$ cat src/rtl/writeback_regfile_pkg.sv
// Shared CPU definitions: opcode encodings, datapath defaults and the
// register-writing opcode predicate used by writeback, decode and hazard logic.
package cpu_pkg;

  localparam int DATA_W = 16;
  localparam int REG_AW = 3;
  localparam int RET_W  = 16;

  localparam logic [2:0] OP_ADD  = 3'b000;
  localparam logic [2:0] OP_ADDI = 3'b001;
  localparam logic [2:0] OP_NAND = 3'b010;
  localparam logic [2:0] OP_LUI  = 3'b011;
  localparam logic [2:0] OP_SW   = 3'b100;
  localparam logic [2:0] OP_LW   = 3'b101;
  localparam logic [2:0] OP_BEQ  = 3'b110;
  localparam logic [2:0] OP_JALR = 3'b111;

  function automatic logic writes_reg(input logic [2:0] opcode);
    return !(opcode == OP_SW || opcode == OP_BEQ);
  endfunction

endpackage

$ cat src/rtl/writeback_regfile_if.sv
// Memory-stage slot, decode read ports and writeback/status outputs of the
// writeback stage, grouped so producers and consumers bind one bundle.
interface writeback_regfile_if
  import cpu_pkg::*;
#(
  parameter int DW  = DATA_W,
  parameter int AW  = REG_AW,
  parameter int RW  = RET_W
);
  // No handshake: the slot is consumed every cycle; bubble_in marks an empty
  // slot and wb_valid announces a commit at the next rising edge.
  logic          bubble_in;
  logic [2:0]    opcode_in;
  logic [AW-1:0] tgt_in;
  logic [DW-1:0] result_in;
  logic [DW-1:0] mem_rdata;
  logic          halt_in;
  logic [AW-1:0] ra_addr;
  logic [AW-1:0] rb_addr;
  logic [DW-1:0] ra_data;
  logic [DW-1:0] rb_data;
  logic          wb_valid;
  logic [AW-1:0] wb_tgt;
  logic [DW-1:0] wb_data;
  logic          halted;
  logic [RW-1:0] retired;

  modport master (
    output bubble_in, opcode_in, tgt_in, result_in, mem_rdata, halt_in,
    output ra_addr, rb_addr,
    input  ra_data, rb_data, wb_valid, wb_tgt, wb_data, halted, retired
  );

  modport slave (
    input  bubble_in, opcode_in, tgt_in, result_in, mem_rdata, halt_in,
    input  ra_addr, rb_addr,
    output ra_data, rb_data, wb_valid, wb_tgt, wb_data, halted, retired
  );
endinterface

$ cat src/rtl/writeback_regfile_regfile_2r1w.sv
// Register storage with one write port and two combinational read ports;
// r0 reads zero and reads of the register being written see the new value.
module regfile_2r1w
  import cpu_pkg::*;
#(
  parameter int DW = DATA_W,
  parameter int AW = REG_AW
) (
  input  logic          clk,
  input  logic          rst,
  input  logic          i_we,
  input  logic [AW-1:0] i_waddr,
  input  logic [DW-1:0] i_wdata,
  input  logic [AW-1:0] i_ra_addr,
  input  logic [AW-1:0] i_rb_addr,
  output logic [DW-1:0] o_ra_data,
  output logic [DW-1:0] o_rb_data
);

  localparam int NREG = 2 ** AW;

  logic [DW-1:0] r_regs [NREG];

  always_ff @(posedge clk or posedge rst) begin
    if (rst) begin
      for (int i = 0; i < NREG; i++) r_regs[i] <= '0;
    end else if (i_we && (i_waddr != '0)) begin
      r_regs[i_waddr] <= i_wdata;
    end
  end

  // The zero check comes first so r0 stays zero even when bypassed.
  function automatic logic [DW-1:0] read_port(input logic [AW-1:0] addr,
                                              input logic          we,
                                              input logic [AW-1:0] waddr,
                                              input logic [DW-1:0] wdata,
                                              input logic [DW-1:0] stored);
    if (addr == '0)                 return '0;
    else if (we && (waddr == addr)) return wdata;
    else                            return stored;
  endfunction

  always_comb begin
    o_ra_data = read_port(i_ra_addr, i_we, i_waddr, i_wdata, r_regs[i_ra_addr]);
    o_rb_data = read_port(i_rb_addr, i_we, i_waddr, i_wdata, r_regs[i_rb_addr]);
  end

endmodule

$ cat src/rtl/writeback_regfile.sv
// Writeback stage: selects load data or ALU result, commits it to the register
// file, and tracks the sticky halt flag and the saturating retire counter.
module writeback_regfile
  import cpu_pkg::*;
#(
  parameter int DW = DATA_W,
  parameter int AW = REG_AW,
  parameter int RW = RET_W
) (
  input  logic clk,
  input  logic rst,
  writeback_regfile_if.slave bus
);

  logic          r_halted;
  logic [RW-1:0] r_retired;
  logic          w_live;
  logic          w_wb_valid;
  logic [DW-1:0] w_wb_data;

  // Load data is only routed through on LW so an undriven memory bus
  // cannot leak X into the writeback value.
  always_comb begin
    w_live     = !bus.bubble_in && !r_halted;
    w_wb_valid = w_live && !bus.halt_in && writes_reg(bus.opcode_in)
                 && (bus.tgt_in != '0);
    w_wb_data  = (bus.opcode_in == OP_LW) ? bus.mem_rdata : bus.result_in;
  end

  always_ff @(posedge clk or posedge rst) begin
    if (rst) begin
      r_halted  <= 1'b0;
      r_retired <= '0;
    end else if (w_live) begin
      if (bus.halt_in) r_halted <= 1'b1;
      if (r_retired != {RW{1'b1}}) r_retired <= r_retired + 1'b1;
    end
  end

  regfile_2r1w #(.DW(DW), .AW(AW)) u_rf (
    .clk       (clk),
    .rst       (rst),
    .i_we      (w_wb_valid),
    .i_waddr   (bus.tgt_in),
    .i_wdata   (w_wb_data),
    .i_ra_addr (bus.ra_addr),
    .i_rb_addr (bus.rb_addr),
    .o_ra_data (bus.ra_data),
    .o_rb_data (bus.rb_data)
  );

  assign bus.wb_valid = w_wb_valid;
  assign bus.wb_tgt   = bus.tgt_in;
  assign bus.wb_data  = w_wb_data;
  assign bus.halted   = r_halted;
  assign bus.retired  = r_retired;

endmodule

$ cat src/flat_wrapper.sv
// flat-port wrapper written by rule: the top's interface ports become plain ports
module writeback_regfile_flat import cpu_pkg::*;
#(
  parameter int DW = DATA_W,
  parameter int AW = REG_AW,
  parameter int RW = RET_W
)
  (clk, rst, bus_bubble_in, bus_opcode_in, bus_tgt_in, bus_result_in, bus_mem_rdata, bus_halt_in, bus_ra_addr, bus_rb_addr, bus_ra_data, bus_rb_data, bus_wb_valid, bus_wb_tgt, bus_wb_data, bus_halted, bus_retired);
  writeback_regfile_if #(.DW(DW), .AW(AW), .RW(RW)) bus_i ();
  input  logic clk;
  input  logic rst;
  input wire logic [$bits(bus_i.bubble_in)-1:0] bus_bubble_in;
  input wire logic [$bits(bus_i.opcode_in)-1:0] bus_opcode_in;
  input wire logic [$bits(bus_i.tgt_in)-1:0] bus_tgt_in;
  input wire logic [$bits(bus_i.result_in)-1:0] bus_result_in;
  input wire logic [$bits(bus_i.mem_rdata)-1:0] bus_mem_rdata;
  input wire logic [$bits(bus_i.halt_in)-1:0] bus_halt_in;
  input wire logic [$bits(bus_i.ra_addr)-1:0] bus_ra_addr;
  input wire logic [$bits(bus_i.rb_addr)-1:0] bus_rb_addr;
  output wire logic [$bits(bus_i.ra_data)-1:0] bus_ra_data;
  output wire logic [$bits(bus_i.rb_data)-1:0] bus_rb_data;
  output wire logic [$bits(bus_i.wb_valid)-1:0] bus_wb_valid;
  output wire logic [$bits(bus_i.wb_tgt)-1:0] bus_wb_tgt;
  output wire logic [$bits(bus_i.wb_data)-1:0] bus_wb_data;
  output wire logic [$bits(bus_i.halted)-1:0] bus_halted;
  output wire logic [$bits(bus_i.retired)-1:0] bus_retired;
  assign bus_i.bubble_in = bus_bubble_in;
  assign bus_i.opcode_in = bus_opcode_in;
  assign bus_i.tgt_in = bus_tgt_in;
  assign bus_i.result_in = bus_result_in;
  assign bus_i.mem_rdata = bus_mem_rdata;
  assign bus_i.halt_in = bus_halt_in;
  assign bus_i.ra_addr = bus_ra_addr;
  assign bus_i.rb_addr = bus_rb_addr;
  assign bus_ra_data = bus_i.ra_data;
  assign bus_rb_data = bus_i.rb_data;
  assign bus_wb_valid = bus_i.wb_valid;
  assign bus_wb_tgt = bus_i.wb_tgt;
  assign bus_wb_data = bus_i.wb_data;
  assign bus_halted = bus_i.halted;
  assign bus_retired = bus_i.retired;
  writeback_regfile #(.DW(DW), .AW(AW), .RW(RW)) u_core (.clk(clk), .rst(rst), .bus(bus_i));
endmodule
$ cat config.mk
export PLATFORM = sky130hd
export DESIGN_NAME = writeback_regfile_flat
export DESIGN_NICKNAME = d
export VERILOG_FILES = /design/src/rtl/writeback_regfile_pkg.sv /design/src/rtl/writeback_regfile_if.sv /design/src/rtl/writeback_regfile_regfile_2r1w.sv /design/src/rtl/writeback_regfile.sv /design/src/flat_wrapper.sv
export SDC_FILE = /design/constraint.sdc
export NUM_CORES = 1
export LEC_CHECK = 0
export CAP_MARGIN = 10
export CORE_MARGIN = 2
export CORE_UTILIZATION = 50
export DETAILED_ROUTE_END_ITERATION = 8
export GPL_TIMING_DRIVEN = 0
export PLACE_DENSITY = 0.74
export SKIP_LAST_GASP = 1
export SYNTH_ARGS = -nofsm -noshare
export SYNTH_HDL_FRONTEND = slang
export SYNTH_SLANG_ARGS = --single-unit
$ cat constraint.sdc
create_clock -name clk -period 6.4 [get_ports clk]
set_clock_uncertainty 0.1 [all_clocks]
set_input_delay 0.64 -clock clk [delete_from_list [all_inputs] [get_ports clk]]
set_output_delay 0.64 -clock clk [all_outputs]
set_load 0.02 [all_outputs]
==> results of run 1 <==
[logic make-up (layout without fill, tap and decap cells)]
kind of cell	Yosys count	in the layout	synth area share (%)
DFF	145	145	43.07
adders and majority gates	1	1	0.1485
buffers and inverters	90	233	5.347
and+or+nand+nor	58	58	4.471
xor gates and xnor gates	17	17	1.767
muxes	225	225	39.28
AOI/OAI and AO/OA	73	73	5.911
[final cells by class]
cell class,instances,area (sq um)
plain buffers,70,375.4
clock buffers,19,452.9
clock inverters,13,151.4
fillers,1249,6087
inverters,20,80.08
multi-input cells,374,4345
flip-flops and latches,145,3628
well taps,220,275.3
repair buffers,111,1129
[flip-flops by register name (all words and copies together) (netlist names)]
register	flops
u_core.bus.halted	1
u_core.bus.retired	16
u_core.u_rf.r_regs	128
[cells in the final DEF, fill, tap and decap left out, drive strengths merged, types with 5 or more instances in the layout]
master / synthesis / layout
mux2: 145 / 145
clkbuf: 35 / 54
a31oi: 33 / 33
xor2: 14 / 14
a211oi: 32 / 32
nand3: 5 / 5
nor2: 8 / 8
dfrtp: 145 / 145
clkdlybuf4s50: 0 / 110
nand2: 8 / 8
mux2i: 16 / 16
mux4: 64 / 64
inv: 20 / 23
nor3: 12 / 12
buf: 35 / 36
[where the power goes]
part	internal, mW	switching, mW	leakage [nW]
clock	0.600	0.414	0.283
sequential	0.955	0.0358	1.98
combinational	0.167	0.186	2.33
total	1.72	0.636	4.60
[how the worst min path moves through the flow]
stage / end / slack, ns / depth (start not counted)
3_3_place_gp: u_core.u_rf.r_regs[118]$_DFFE_PP0P_ / 0.35 / 1
4_1_cts: u_core.u_rf.r_regs[118]$_DFFE_PP0P_ / 0.38 / 1
3_5_place_dp: u_core.u_rf.r_regs[118]$_DFFE_PP0P_ / 0.37 / 1
6_report: u_core.u_rf.r_regs[118]$_DFFE_PP0P_ / 0.38 / 1
5_1_grt: u_core.u_rf.r_regs[123]$_DFFE_PP0P_ / 0.40 / 1
2_1_floorplan: u_core.u_rf.r_regs[112]$_DFFE_PP0P_ / 0.34 / 1
[routing by layer]
layer,wire [um],global-route usage [%],vias up,share of wire (%)
met5,0,0,-,0
met4,941,12.65,0,4.0
met3,1924,7.105,70,8.2
met2,11230,44.30,345,48
met1,9349,36.18,3102,40
li1,-,-,2608,-
[metrics by stage]
step	cell area, sq um	power (mW)	std cells	hold WS (ns)	utilization [%]
2_1_floorplan	8424	1.210	609	0.3413	-
3_3_place_gp	9801	1.342	939	0.3532	59.31
3_5_place_dp	9833	1.357	940	0.3692	59.51
4_1_cts	10440	2.369	972	0.3829	63.16
5_1_grt	10440	2.443	972	0.3985	63.16
6_report	10440	2.358	972	0.3797	63.16
==> impl_metrics.yaml, run 1 <==
sta:
  hold_viol: 0
  worst_slack_ns: 1.710
  min_period_ns: 4.690
  relSlewSlack_pct: 26.70
  min_period_over_period_pct: 73.28
  setup_viol: 0
  fmaxAchievable_ghz: 0.2132
  slew_violations: 0
  tightest_slew_ns: 1.091
  rsz0062_at_grt: "no"
  finalSetupTns_ns: 0
clocking:
  clock_sinks: 145
  cts_htree_levels: 4
  cts-resized-gates: 0
  cts-root-buf: "clkbuf_16"
  clock_latency_ns: 0.43
  cts_setup_buffers: 0
  clockBufferDepth: 2
  path_clk_slew_ns: 0.06
  cts_tree: "done"
  cts_hold_buffers: 0
  cts_buffers: 17
floorplanning:
  dieArea_sq_um: 17900
  start_util_pct: 50.98
  io_pins: 117
  chipHeight_um: 133.8
  dieWidth_um: 133.8
  core-area_sq_um: 16520
  rows: 47
pwr:
  ir_worst_vdd_mv: 0.1921
  powerDensity_nw_per_um2: 225.9
  p_leak_nw: 4.600
worst_setup_path:
  r2r_cells: 7
  ff2ff_setup_slack_ns: 3.93
  path_class: "input pin to output port"
  path_cells: "clkdlybuf4s50_1, buf_2, xor2_1, nor2_1, clkbuf_1, a31oi_1, a211oi_1, clkdlybuf4s50_1"
  cp_common_cell: "clkdlybuf4s50_1"
  cp-end-kind: "output port"
  slowest_delay_ns: 0.69
  path_depth: 8
  cp-endpoint: "bus_rb_data[8]"
  crit_buf_inv: 4
  critPathLaunch: "bus_tgt_in[2]"
  path_max_fanout: 10
  rr_endpoint: "u_core.u_rf.r_regs[1]$_DFFE_PP0P_"
  cp.required_ns: 5.66
  path_delay_family: "buffers and inverters"
  cp-start-kind: "input pin"
  r2r_start: "u_core.bus.halted$_DFFE_PP0P_"
  arrival_ns: 3.95
  crit_slowest_cell: "clkdlybuf4s50_1"
synth:
  synth_seq_cells: 145
  synth_area_sq_um: 8424
  synth_warnings: 0
  synth_top_cells_by_count: "145 x dfrtp_1, 124 x mux2_2, 64 x mux4_2"
  synthTopCellsByArea: "dfrtp_1 43%, mux4_2 17%, mux2_2 17%"
  synth_top_area_share_pct: 43.07
  synth_nets: 658
  synth.most_common_cell: "dfrtp_1"
  yosysUniqueCellTypes: 43
  synthFlopType: "dfrtp_1"
  ys_seq_area_share_pct: 43.07
  yosysTopAreaCell: "dfrtp_1"
  async_flop_share_pct: 100.0
  synth-edff-count: 0
  avgSynthCellArea_sq_um: 13.83
  synthCells: 609
global_routing:
  grt_pass1_wl_mm: 37.29
  grt_pass1_vias: 6536
  grt_antenna_before_repair: 0
  grt_usage_pct: 27.81
  overflow: 0
  grt_max_degree: 101
min_path:
  hold_class: "register to register"
  hp-start: "u_core.u_rf.r_regs[118]$_DFFE_PP0P_"
drt:
  drtIter0Drc: 484
  viasPerCell: 6.301
  wl_per_cell_um: 24.12
  num_vias: 6125
  postRouteAntennaNets: 0
  drcViolationCount: 0
  routed_wl_mm: 23.45
  dr.pass1.iters: 5
placed_design:
  finalWeightedCongestion: 0.8948
  post-place-ws_ns: 1.848
  hpwl_mm: 15.96
  port_buffers: 110
layout:
  n_antenna_cell: 0
  fin_nets: 788
  layout-drive-gt1-share_pct: 37.10
  synthToLayoutAreaGrowth_pct: 23.90
outcome:
  outcome: "finished, final reports clean"
job:
  maxCapViolCount: 0
No activity file was read; power rests on OpenSTA's default activity.
==> run 2: changes to the inputs <==
Settings changed: PLACE_DENSITY 0.74 to 0.77.
Clock period 6.4 ns to 4.15 ns, I/O delays scaled along.
==> run 2 against run 1 <==
  * Design area increased by 0.38%
  * Sequential power increased by 54%
  * Non-clock buffer count rose by 2
  * Sequential cell count unchanged
  * Cell count is 0.21% higher
  * Critical path depth is 1 higher
  * Worst hold slack got worse by 0.093 ns
  * Sequential share of layout area down 0.13 points
  * Critical endpoint is now bus_ra_data[7]
==> impl_metrics.yaml, run 2 (synthesis results as in run 1) <==
outcome:
  outcome: "finished, final reports clean"
placed_design:
  finalWeightedCongestion: 0.8535
  hpwl_mm: 16.27
  port_buffers: 110
floorplanning:
  chipHeight_um: 133.8
  core-area_sq_um: 16520
  io_pins: 117
  rows: 47
  start_util_pct: 50.98
  dieWidth_um: 133.8
  dieArea_sq_um: 17900
worst_setup_path:
  path_class: "input pin to output port"
  path_max_fanout: 10
  arrival_ns: 3.47
  cp-start-kind: "input pin"
  path_cells: "clkdlybuf4s50_1, buf_2, xor2_1, nor2_2, and3_1, clkbuf_1, buf_2, a211oi_1, clkdlybuf4s50_1"
  path_delay_family: "buffers and inverters"
  r2r_cells: 7
  crit_slowest_cell: "clkdlybuf4s50_1"
  cp.required_ns: 3.63
  path_depth: 9
  slowest_delay_ns: 0.59
  cp-end-kind: "output port"
  crit_buf_inv: 5
pwr:
  ir_worst_vdd_mv: 0.2801
  p_leak_nw: 4.623
  powerDensity_nw_per_um2: 349.2
  total_power_mw: 3.659
clocking:
  path_clk_slew_ns: 0.06
  clock_latency_ns: 0.43
  cts-resized-gates: 0
  cts_setup_buffers: 0
  cts_hold_buffers: 0
  cts_tree: "done"
  cts-root-buf: "clkbuf_16"
  clockBufferDepth: 2
  cts_htree_levels: 4
  clock_sinks: 145
  cts_buffers: 17
job:
  maxCapViolCount: 0
drt:
  wl_per_cell_um: 24.00
  viasPerCell: 6.261
  num_vias: 6098
  drtIter0Drc: 596
  dr.pass1.iters: 5
  drcViolationCount: 0
  routed_wl_mm: 23.38
  postRouteAntennaNets: 0
layout:
  mostFrequentLayoutCells: "145 x dfrtp_1, 124 x mux2_2, 110 x clkdlybuf4s50_1"
  utilization_pct: 63.41
  fin_nets: 790
  layout-drive-gt1-share_pct: 37.80
  largest_register_ff_count: 128
  largest_register: "u_core.u_rf.r_regs"
  n_antenna_cell: 0
  seq_area_sq_um: 3628
  final_common_cell: "dfrtp_1"
  synthToLayoutAreaGrowth_pct: 24.37
  fillers: 1233
  multiInputGateArea_sq_um: 4350
sta:
  hold_viol: 0
  tightest_slew_ns: 1.046
  finalSetupTns_ns: 0
  min_period_ns: 3.986
  rsz0062_at_grt: "no"
  min_period_over_period_pct: 96.05
  slew_violations: 0
  relSlewSlack_pct: 29.74
  setup_viol: 0
  fmaxAchievable_ghz: 0.2509
global_routing:
  overflow: 0
  grt_pass1_wl_mm: 36.66
  grt_pass1_vias: 6513
  grt_max_degree: 45
  grt_antenna_before_repair: 0
  grt_usage_pct: 27.34
min_path:
  hold_class: "input pin to async pin"
==> run 2: cell count changes in the layout (fill, tap and decap cells not counted) <==
cell        before  now
bufinv_16        2    3
clkbuf_2         0    3
nor2_1           7    5
inv_6            4    1
buf_12           2    5
clkbuf_1        35   33
clkinv_4         4    2
clkinv_2         0    3
buf_16           1    0
clkinvlp_4       4    5
nor2_2           1    3
clkbuf_8         2    1
==> run 2: worst reg2reg max path: stages, from the launching register on <==
cell and delay, ns:
dfrtp_1 0.40, or2_1 0.24, buf_6 0.14, nor3_4 0.34, and4_1 0.23, buf_2 0.23, buf_4 0.27, mux2_2 0.37
==> run 2: power by group <==
group	total, mW	leakage (nW)	internal [mW]	switching, mW
Sequential	1.53	1.98	1.47	0.0547
Clock	1.58	0.285	0.960	0.620
Combinational	0.551	2.35	0.262	0.289
Total	3.66	4.62	2.69	0.964
==> run 2: path summary, 6_finish.rpt <==
path / start / to / slack (ns)
max: bus_tgt_in[2] / bus_ra_data[7] / 0.16
min: rst / u_core.bus.retired[14]$_DFFE_PP0P_ / 0.29
max reg2reg: u_core.bus.halted$_DFFE_PP0P_ / u_core.u_rf.r_regs[0]$_DFFE_PP0P_ / 1.70
min reg2reg: u_core.u_rf.r_regs[116]$_DFFE_PP0P_ / u_core.u_rf.r_regs[116]$_DFFE_PP0P_ / 0.38
max in group asynchronous: rst / u_core.u_rf.r_regs[112]$_DFFE_PP0P_ / 2.78
min in group clk: u_core.u_rf.r_regs[116]$_DFFE_PP0P_ / u_core.u_rf.r_regs[116]$_DFFE_PP0P_ / 0.38
==> run 2: metal layers <==
layer | part of all wire, % | track usage (%) | routed length (um) | vias up
met5 | 0 | 0 | 0 | -
met4 | 2.7 | 11.11 | 624 | 0
met3 | 8.1 | 5.404 | 1889 | 54
met2 | 48 | 44.19 | 11180 | 319
met1 | 41 | 36.63 | 9684 | 3129
li1 | - | - | - | 2596
==> run 2: layout make-up <==
class                           count  area share [%]
Inverter                           20          0.7523
Clock buffer                       19           4.227
Multi-Input combinational cell    374           41.52
Sequential cell                   145           34.63
Clock inverter                     13           1.540
Timing Repair Buffer              113           11.08
Tap cell                          220           2.627
Buffer                             70           3.618
==> run 2: per-stage QoR <==
stage	std cells	cell area, sq um	hold WS [ns]	worst slack, ns
detailed placement	942	9864	0.3650	0.05578
global route	974	10480	0.3532	0.05553
floorplan	609	8428	0.3413	1.488
global placement	939	9804	0.3521	0.1369
CTS	974	10470	0.2998	0.01857
finish	974	10480	0.2863	0.1638
